File: src/rtl/comma_align_lock.sv
// Receive-side comma aligner: searches all bit offsets for either comma polarity,
// acquires/locks/loses alignment with hysteresis and emits word-aligned symbols.
//
// state    | meaning
// ---------+-----------------------------------------------------------
// UNLOCKED | no alignment; first comma seen at any offset starts acquire
// ACQUIRE  | counting consecutive commas at align_off toward LOCK_CNT
// LOCKED   | aligned; commas at other offsets counted toward UNLOCK_CNT
module comma_align_lock #(
    parameter int            W          = 10,
    parameter logic [W-1:0]  COMMA_P    = 10'b00_1111_1010,
    parameter logic [W-1:0]  COMMA_N    = 10'b11_0000_0101,
    parameter int            LOCK_CNT   = 3,
    parameter int            UNLOCK_CNT = 4
) (
    input  logic                  clk,
    input  logic                  rst,
    input  logic [W-1:0]          data_in,
    input  logic                  data_in_valid,
    output logic [W-1:0]          data_out,
    output logic                  data_out_valid,
    output logic                  comma_out,
    output logic                  locked,
    output logic [$clog2(W)-1:0]  align_off,
    output logic                  realign
);

    localparam int OW = $clog2(W);
    localparam int AW = $clog2(LOCK_CNT + 1);
    localparam int MW = $clog2(UNLOCK_CNT + 1);

    typedef enum logic [1:0] {UNLOCKED, ACQUIRE, LOCKED} state_t;

    state_t          state, state_nx;
    logic [W-1:0]    prev_word;
    logic [2*W-1:0]  win;
    logic [W-1:0]    match;
    logic            hit_any, hit_cur;
    logic [OW-1:0]   first_k, off_nx;
    logic [AW-1:0]   acq_cnt, acq_nx, acq_inc;
    logic [MW-1:0]   mis_cnt, mis_nx, mis_inc;
    logic [W-1:0]    dsel;
    logic            csel;

    assign win = {data_in, prev_word};

    // Match every offset; the downward scan leaves the lowest matching k.
    always_comb begin
        match   = '0;
        first_k = '0;
        hit_cur = 1'b0;
        for (int k = 0; k < W; k++) begin
            match[k] = (win[k +: W] == COMMA_P) || (win[k +: W] == COMMA_N);
        end
        for (int k = W - 1; k >= 0; k--) begin
            if (match[k]) first_k = OW'(k);
        end
        for (int k = 0; k < W; k++) begin
            if (match[k] && (OW'(k) == align_off)) hit_cur = 1'b1;
        end
    end

    assign hit_any = |match;
    assign acq_inc = (acq_cnt == '1) ? acq_cnt : acq_cnt + 1'b1;
    assign mis_inc = (mis_cnt == '1) ? mis_cnt : mis_cnt + 1'b1;

    always_comb begin
        state_nx = state;
        off_nx   = align_off;
        acq_nx   = acq_cnt;
        mis_nx   = mis_cnt;
        if (data_in_valid) begin
            unique case (state)
                UNLOCKED: begin
                    if (hit_any) begin
                        off_nx = first_k;
                        acq_nx = AW'(1);
                        if (LOCK_CNT == 1) begin
                            state_nx = LOCKED;
                            mis_nx   = '0;
                        end else begin
                            state_nx = ACQUIRE;
                        end
                    end
                end
                ACQUIRE: begin
                    if (hit_cur) begin
                        acq_nx = acq_inc;
                        if (acq_inc >= AW'(LOCK_CNT)) begin
                            state_nx = LOCKED;
                            mis_nx   = '0;
                        end
                    end else if (hit_any) begin
                        off_nx = first_k;
                        acq_nx = AW'(1);
                    end
                end
                LOCKED: begin
                    if (hit_cur) begin
                        mis_nx = '0;
                    end else if (hit_any) begin
                        mis_nx = mis_inc;
                        if (mis_inc >= MW'(UNLOCK_CNT)) begin
                            state_nx = UNLOCKED;
                            acq_nx   = '0;
                            mis_nx   = '0;
                        end
                    end
                end
                default: state_nx = UNLOCKED;
            endcase
        end
    end

    // Output symbol follows the offset chosen on this same word.
    always_comb begin
        dsel = '0;
        csel = 1'b0;
        for (int k = 0; k < W; k++) begin
            if (OW'(k) == off_nx) begin
                dsel = win[k +: W];
                csel = match[k];
            end
        end
    end

    always_ff @(posedge clk or posedge rst) begin
        if (rst) begin
            state          <= UNLOCKED;
            prev_word      <= '0;
            align_off      <= '0;
            acq_cnt        <= '0;
            mis_cnt        <= '0;
            data_out       <= '0;
            data_out_valid <= 1'b0;
            comma_out      <= 1'b0;
            realign        <= 1'b0;
        end else if (data_in_valid) begin
            state          <= state_nx;
            prev_word      <= data_in;
            align_off      <= off_nx;
            acq_cnt        <= acq_nx;
            mis_cnt        <= mis_nx;
            data_out       <= dsel;
            data_out_valid <= (state_nx == LOCKED);
            comma_out      <= csel;
            realign        <= (off_nx != align_off);
        end else begin
            data_out_valid <= 1'b0;
            comma_out      <= 1'b0;
            realign        <= 1'b0;
        end
    end

    assign locked = (state == LOCKED);

endmodule

File: config.mk
export PLATFORM = sky130hd
export DESIGN_NAME = comma_align_lock
export DESIGN_NICKNAME = d
export VERILOG_FILES = /design/src/rtl/comma_align_lock.sv
export SDC_FILE = /design/constraint.sdc
export NUM_CORES = 1
export LEC_CHECK = 0
export CAP_MARGIN = 20
export CORE_MARGIN = 3
export CORE_UTILIZATION = 64
export DETAILED_ROUTE_END_ITERATION = 10
export PLACE_DENSITY_LB_ADDON = 0.12
export REMOVE_ABC_BUFFERS = 1
export SYNTH_ARGS = -nofsm -noshare
export SYNTH_HDL_FRONTEND = slang
export SYNTH_SLANG_ARGS = --single-unit
File: constraint.sdc
create_clock -name clk -period 5.2 [get_ports clk]
set_input_delay 0.78 -clock clk [delete_from_list [all_inputs] [get_ports clk]]
set_output_delay 0.78 -clock clk [all_outputs]
set_load 0.005 [all_outputs]
* Yosys cells after proc, flatten, opt, wreduce, memory -nomap -nowiden *
Index checks and enable logic that the tools add are counted.

operators by class
  bitwise logic cells = 0
  eq/ne operators = 50
  reduce and logical (&&, ||, !) cells = 28
  multiplexer cells = 69
  $mul = 0
  add/subtract/negate cells = 2
  shift operators = 0
  magnitude comparators = 2
  div/mod/pow operators = 0

operator list
  operator                count
  $eq A10 B10 Y1 const B  10
  $eq A10 B8 Y1 const B   10
  $mux W10                10
  $mux W4                 13
  $eq A3 B4 Y1 const A    8
  $mux W2                 13
  $mux W1                 23
  $mux W3                 6
  $eq A2 B4 Y1 const A    4
  $eq A4 B4 Y1 const A    4
  $pmux W2 S3             2
  $logic_and A1 B1 Y1     10
  $logic_or A1 B1 Y1      10
  $reduce_and A5 Y1       2
  $reduce_or A10 Y1       1
  $eq A1 B4 Y1 const A    2
  $logic_not A4 Y1        2
  $pmux W4 S2             1
  $eq A2 B2 Y1 const B    3
  $ne A2 B2 Y1 const B    3
  $pmux W3 S2             1
  $ne A2 B1 Y1 const B    2
  $ne A4 B4 Y1            1
  $add A3 B1 Y3 const B   1
  9 further kinds         9

word-level totals
  latch bits = 0
  RAM bits = 0
  register bits = 34
  ROM bits = 0
  logic and storage cells = 160
  output and inout bits = 18
  input port bits = 13
  memories = 0

* Depth between registers and ports, before layout *
Gate-level depths: netlist of the first run.

  depth in word-level cells = 28
  mapped depth = 18

* Least setup slack after synthesis of the first run *
OpenSTA, ideal clock, no wires.

  path kind = input -> register
  from = input port data_in[6]
  to = register data_out[3]
  data arrival time = 3.689 ns
  path slack = 1.380 ns
  stages = 15
  setup time = 0.131 ns
  buffers on the path = 3
  data required time = 5.069 ns
  path through = buf_2 > nor4bb_1 > nor4b_1 > a31o_1 > a2111o_1 > or3_1 > buf_2 > o221a_1 > a211o_4 > inv_6 > buf_12 > mux2_4 > o221a_1 > o211ai_1 > a31oi_1

on the way
  longest elaborated chain between the ends = 27
  elaborated cells between the ends (all ways) = 50
  those cells by class = eq/ne: 15; mux: 27; reduce/logical: 8

RTL lines
  item                                                    RTL line  RTL
  start: declaration                                      18        input logic [W-1:0] data_in,
  $eq A10 B8 Y1 / $eq A10 B10 Y1 (equally long branches)  53        match[k] = (win[k +: W] == COMMA_P) || (win[k +: W] == COMMA_N);
  $logic_or A1 B1 Y1                                      53
  $mux W4 (10 in a row)                                   56        if (match[k]) first_k = OW'(k);
  $mux W4                                                 75, 93
  $mux W4                                                 87        if (hit_cur) begin
  $pmux W4 S2 *                                           73        unique case (state)
  $mux W4 *                                               72        if (data_in_valid) begin
  $logic_not A4 Y1                                        120       if (OW'(k) == off_nx) begin
  $mux W10 (9 in a row)                                   120
  $mux W10 *                                              120
  end signal: assignment                                  144       data_out <= dsel;
  end: declaration                                        20        output logic [W-1:0] data_out,

Mark *: on every way between the ends. The rest lies on a longest branch, timed or not.
A chain may end at the register's enable or synchronous reset.

* Worst setup path after layout of the first run *
  from = input port data_in[2]
  to = register data_out[0]

The elaborated chain is that of the path after synthesis.

==> results.cfg, run 1 <==
[drt]
wl_met2_um = 5510
drtPass1Iterations = 6
wl_um = 12200
via_per_inst = 7.63
ant_nets = 0
wl_met3_um = 1500
highest_layer = met4
m1WireLength_um = 4530
first_iter_violations = 687
num_vias = 4036
remaining_drc_errors = 0
wl_per_cell_um = 23.0

[pwr]
powerDensity_nw_per_um2 = 420
max-vdd-ir-drop_v = 0.000266
p_leak_nw = 1.57

[clocking]
clkLatencyLatePin_ns = 0.30
htreeDepth = 2
clock-root-buffer = clkbuf_8
cts_tree = built
cts.clk_slew.worst_paths_ns = 0.08
cts_buffers = 5
cts_hold_buf = 0
cts_buffer_depth = 2
postCtsSetupBuffers = 0
ctsResizeCount = 0
numClockSinks = 34

[logic_synthesis]
async_reset_ff_share_pct = 100
netlist_top_cells_area = dfrtp_1, mux2_2, a21oi_1
avgSynthCellArea_sq_um = 8.10
yosys_warnings = 0
synthCells = 439
synth.distinct_cells = 80
synthTopCellsByCount = dfrtp_1, nand2_1, a21oi_1
ys.flop_type = dfrtp_1
ys_ff_latch = 34
yosysSeqAreaShare_pct = 23.9
synth.most_common_cell = dfrtp_1
synth_area_sq_um = 3560
synth.top_cell.area_share_pct = 23.9
yosys.area.top_type = dfrtp_1
synth-edff-count = 0

[cells_and_area]
multi_input_area_sq_um = 2400
post-route-util_pct = 77.0
syn_to_final_growth_pct = 13.4
regArea_sq_um = 851
drive_gt1_share_pct = 15.5
nets = 476
fillCellCount = 393
final_cell_count_no_fill = 529
antenna_cells = 0

[critical_path]
reg2reg_depth = 12
critPathMaxFanout = 9
regToRegSetupSlack_ns = 0.49
cpLargestDelayFamily = compound AO/OA/AOI/OAI gates
end_kind = register
reg2reg_from = prev_word[8]
worst_path_max_delay_cell = clkdlybuf4s50_1
crit_required_ns = 5.40
path_buf_inv = 3
critical_path.startpoint_type = input pin
cp_cell_sequence = clkdlybuf4s50_1 > buf_4 > nand4bb_1 > nor4_1 > o2111ai_1 > a21oi_1 > nand2b_1 > o21ai_1 > a31oi_2 > inv_2 > nor3_2 > o21ai_0 > a211o_1 > a41oi_1
slowest_delay_ns = 0.54
arrival_ns = 5.09
reg2reg_to = data_out[0]
worstSetupPathType = in -> reg

[global_route]
overflow = 0
grt_pass1_wl_um = 19400
antenna_found_initial = 0
grt_start_max_net_pins = 35
grt.total_usage_pct = 38.9
grt_pass1_vias = 3876

[timing]
period_share_pct = 94.0
finalClockSkew_ns = 0.00502
rsz0062_at_grt = false
fin_tns_setup_ns = 0
worst_slew_pin_slew_ns = 0.855
max_freq_mhz = 205
slew_headroom_pct = 43.0
fin_ws_ns = 0.312
slew_viol_final = 0
min_period_ns = 4.89
setup_viol = 0
hold_violations = 0

[placement]
dp.cells = 521
place_congestion = 1.09
dp_hpwl_um = 8390
portBuffers = 30
pre_cts_ws_ns = 0.160

[run]
timing.max_cap.violations = 0

[min_path]
hold_start = mis_cnt[0]
min_path_type = reg -> reg
holdPathStages = 1
min_to = mis_cnt[0]

[floorplanning]
die-width_um = 80.6
core_area_sq_um = 5240
io_pins = 31
fp.dieH_um = 80.6
row_count = 26
dieArea_sq_um = 6490
start_util_pct = 67.9

[status]
status = finished clean
kinds of logic after synthesis:
family                   count (synthesis)  synth area share (%)
flip-flops                              34                  23.9
adder cells (fa/ha/maj)                  5                  1.76
buffers and inverters                   61                  8.65
AO/OA/AOI/OAI                          142                  28.2
multiplexers                            23                  7.07
AND/OR/NAND/NOR                        174                  30.4
cell usage in the layout, fill, tap and decap left out, types with 8 or more instances in the layout:
master | Yosys | routed
nand4_1 | 11 | 11
nor2_1 | 19 | 19
mux2_2 | 13 | 13
nor4_1 | 17 | 17
buf_4 | 2 | 25
inv_1 | 13 | 13
dfrtp_1 | 34 | 34
o21a_1 | 8 | 8
o22ai_1 | 9 | 9
nand2_1 | 31 | 31
mux2i_1 | 9 | 9
and3_1 | 9 | 9
clkdlybuf4s50_1 | 0 | 30
nor3_1 | 10 | 10
nand3_1 | 15 | 15
o21ai_0 | 20 | 20
a21oi_1 | 25 | 25
a31oi_1 | 9 | 9
power breakdown:
| part | switching (mW) | leakage, nW | total, mW | internal [mW] |
|---|---|---|---|---|
| sequential | 0.0946 | 0.419 | 0.432 | 0.337 |
| combinational | 0.540 | 1.08 | 0.959 | 0.419 |
| clock | 0.111 | 0.0683 | 0.303 | 0.192 |
layout make-up:
| cell class | count | share of cell area [%] |
|---|---|---|
| Clock buffer | 5 | 1.71 |
| Clock inverter | 3 | 1.71 |
| Inverter | 18 | 1.80 |
| Timing Repair Buffer | 55 | 12.1 |
| Sequential cell | 34 | 21.1 |
| Tap cell | 70 | 2.17 |
| Multi-Input combinational cell | 344 | 59.4 |
flip-flops by register name, summed over array words and instances (netlist names):
register	count
acq_cnt	2
align_off	4
comma_out	1
data_out	10
data_out_valid	1
mis_cnt	3
prev_word	10
realign	1
state	2
how the worst max path moves through the flow:
stage | to | slack (ns) | from | depth (start not counted)
global route | data_out[4] | 0.14 | data_in[2] | 14
global placement | data_out[0] | 0.23 | data_in[0] | 13
floorplan | data_out[4] | 0.60 | data_in[0] | 12
finish | data_out[0] | 0.31 | data_in[2] | 14
detailed placement | data_out[0] | 0.16 | data_in[2] | 14
CTS | data_out[0] | 0.45 | data_in[2] | 14
routing by layer:
layer	GRT usage [%]	vias up
li1	-	1750
met1	48.9	1856
met2	60.3	351
met3	8.86	79
met4	23.1	0
met5	0	-
worst reg2reg max path: cells and delay by family (launching register included):
family,cells,cell delay (ns)
and+or+nand+nor,4,1.64
AOI/OAI and AO/OA,7,1.84
buffers and inverters,1,0.22
DFF,1,0.90
stage by stage:
stage	cell area, sq um	hold slack, ns	power (mW)
after floorplan	3320	0.457	0.962
after global placement	3900	0.466	1.33
after detailed placement	3900	0.505	1.35
after CTS	4040	0.516	1.66
after global routing	4040	0.545	1.78
final	4040	0.513	1.69
No activity file was read; power rests on OpenSTA's default activity.
==> inputs of run 2 (changes only) <==
CORE_ASPECT_RATIO = 1.4   (was not set)
==> run 2 against run 1 <==
Sequential cell count is the same. Critical path depth is the same. Fmax grew 0.72%. Via count shrank 2.0%. Hold slack lost 0.0011 ns. Routed wire length shrank 4.0%. Worst setup slack gained 0.035 ns. Power shrank 3.1%. Critical path type unchanged. Critical endpoint unchanged. Highest routed layer unchanged.
==> results.cfg, run 2 (synthesis results as in run 1) <==
[status]
status = finished clean

[pwr]
max-vdd-ir-drop_v = 0.000295
powerDensity_nw_per_um2 = 414
p_sw_share_pct = 45.7
power_switching_mw = 0.751
seq_power_share_pct = 26.4
p_comb_share_pct = 57.6
p_int_mw = 0.891
p_leak_nw = 1.53
power_frac_clock_pct = 16.0

[critical_path]
critPathMostFrequentCell = buf_4
critPathMaxFanout = 14
critical_path.startpoint_type = input pin
cp_cell_sequence = clkdlybuf4s50_1 > or4b_1 > nor4_1 > a31oi_1 > o22ai_1 > or3_1 > o21ai_1 > a31oi_2 > buf_4 > nand2_1 > nor3_1 > buf_4 > a32oi_1 > a41oi_1
slowest_delay_ns = 0.69
regToRegSetupSlack_ns = 0.72
crit_required_ns = 5.43
path_buf_inv = 3
worstSetupPathType = in -> reg
arrival_ns = 5.08
worst_path_max_delay_cell = clkdlybuf4s50_1
cpLargestDelayFamily = simple AND/OR/NAND/NOR gates
end_kind = register

[global_route]
grt.total_usage_pct = 36.2
grt_start_max_net_pins = 35
antenna_found_initial = 0
overflow = 0
grt_pass1_wl_um = 19000
grt_pass1_vias = 3902

[floorplanning]
row_count = 31
start_util_pct = 67.4
die-width_um = 69.0
fp.dieH_um = 94.2
core_area_sq_um = 5280
dieArea_sq_um = 6500
io_pins = 31

[min_path]
min_path_type = reg -> reg

[timing]
finalClockSkew_ns = 0.0111
slew_headroom_pct = 43.7
slew_viol_final = 0
rsz0062_at_grt = false
min_period_ns = 4.85
period_share_pct = 93.3
worst_slew_pin_slew_ns = 0.845
max_freq_mhz = 206
setup_viol = 0
hold_violations = 0
fin_tns_setup_ns = 0

[drt]
wl_per_cell_um = 22.5
wl_um = 11700
num_vias = 3955
ant_nets = 0
via_per_inst = 7.61
drtPass1Iterations = 6
remaining_drc_errors = 0
first_iter_violations = 475

[placement]
dpl-instance-area_sq_um = 3850
portBuffers = 30
dp_hpwl_um = 8110
place_congestion = 1.03

[clocking]
cts.clk_slew.worst_paths_ns = 0.09
clock-root-buffer = clkbuf_8
clkLatencyLatePin_ns = 0.31
htreeDepth = 2
numClockSinks = 34
cts_buffers = 5
cts_buffer_depth = 2
cts_tree = built
cts_hold_buf = 0
postCtsSetupBuffers = 0
ctsResizeCount = 0

[cells_and_area]
syn_to_final_growth_pct = 11.6
reg.largest.list = data_out x10, prev_word x10, align_off x4
final_cell_mix = dfrtp_1, nand2_1, clkdlybuf4s50_1, a21oi_1
antenna_cells = 0
fin_area_sq_um = 3970
drive_gt1_share_pct = 14.5
nets = 471
final_common_cell = dfrtp_1

[run]
timing.max_cap.violations = 0
[run 2: cell count changes in the layout (fill, tap and decap cells not counted)]
| cell | before | now |
|---|---|---|
| bufinv_16 | 2 | 1 |
| clkinv_4 | 1 | 0 |
| buf_4 | 25 | 20 |
| clkinvlp_4 | 0 | 2 |
[run 2: worst paths after layout]
check	startpoint	to	depth (start not counted)
min in group asynchronous	rst	data_out_valid	3
max in group asynchronous	rst	prev_word[9]	3
worst max register to register	prev_word[9]	data_out[0]	13
worst min-delay path	mis_cnt[0]	mis_cnt[0]	1
worst max-delay path	data_in[0]	data_out[0]	14
worst min register to register	mis_cnt[0]	mis_cnt[0]	1
[run 2: worst register-to-register path: stages, from the launching register on]
cell and delay, ns:
dfrtp_1 0.64, nor2b_1 0.33, and4b_1 0.24, a21oi_1 0.45
o21ai_0 0.21, or3_1 0.57, a31o_1 0.32, a31oi_2 0.24
buf_4 0.24, nand2_1 0.24, nor3_1 0.42, buf_4 0.20
a32oi_1 0.06, a41oi_1 0.24
[run 2: per-layer routing]
metal,GRT usage (%),part of all wire (%),vias up
li1,-,-,1736
met1,42.9,36,1833
met2,58.6,47,304
met3,7.92,10,82
met4,24.1,6.1,0
met5,0,0,-
[run 2: power groups by stage]
stage	combinational (mW)	clock (mW)	sequential [mW]
2_1_floorplan	0.549	0	0.413
3_3_place_gp	0.895	0	0.431
4_1_cts	0.917	0.258	0.431
6_report	0.946	0.263	0.433
3_5_place_dp	0.913	0	0.435
5_1_grt	1.01	0.271	0.443
[run 2: stage by stage]
step / power (mW) / std cells / setup slack (ns) / hold WS [ns] / util, %
after floorplan: 0.962 / 396 / 0.604 / 0.457 / -
after global placement: 1.33 / 512 / 0.316 / 0.477 / 73.1
after detailed placement: 1.35 / 512 / 0.230 / 0.514 / 73.1
after CTS: 1.61 / 520 / 0.521 / 0.533 / 75.2
after global routing: 1.72 / 520 / 0.266 / 0.546 / 75.2
final: 1.64 / 520 / 0.347 / 0.512 / 75.2
[run 2: final cells by class]
cell class / count / area, sq um
Clock buffer: 5 / 68.8
Clock inverter: 3 / 45.0
Fill cell: 424 / 1310
Inverter: 18 / 72.6
Multi-Input combinational cell: 344 / 2400
Sequential cell: 34 / 851
Tap cell: 66 / 82.6
Timing Repair Buffer: 50 / 450
==> inputs of run 3 (changes only) <==
CTS_CLUSTER_DIAMETER = 120   (was not set)
==> results of run 3 <==
No change in the layout: final DEF, timing and power equal those of run 2.
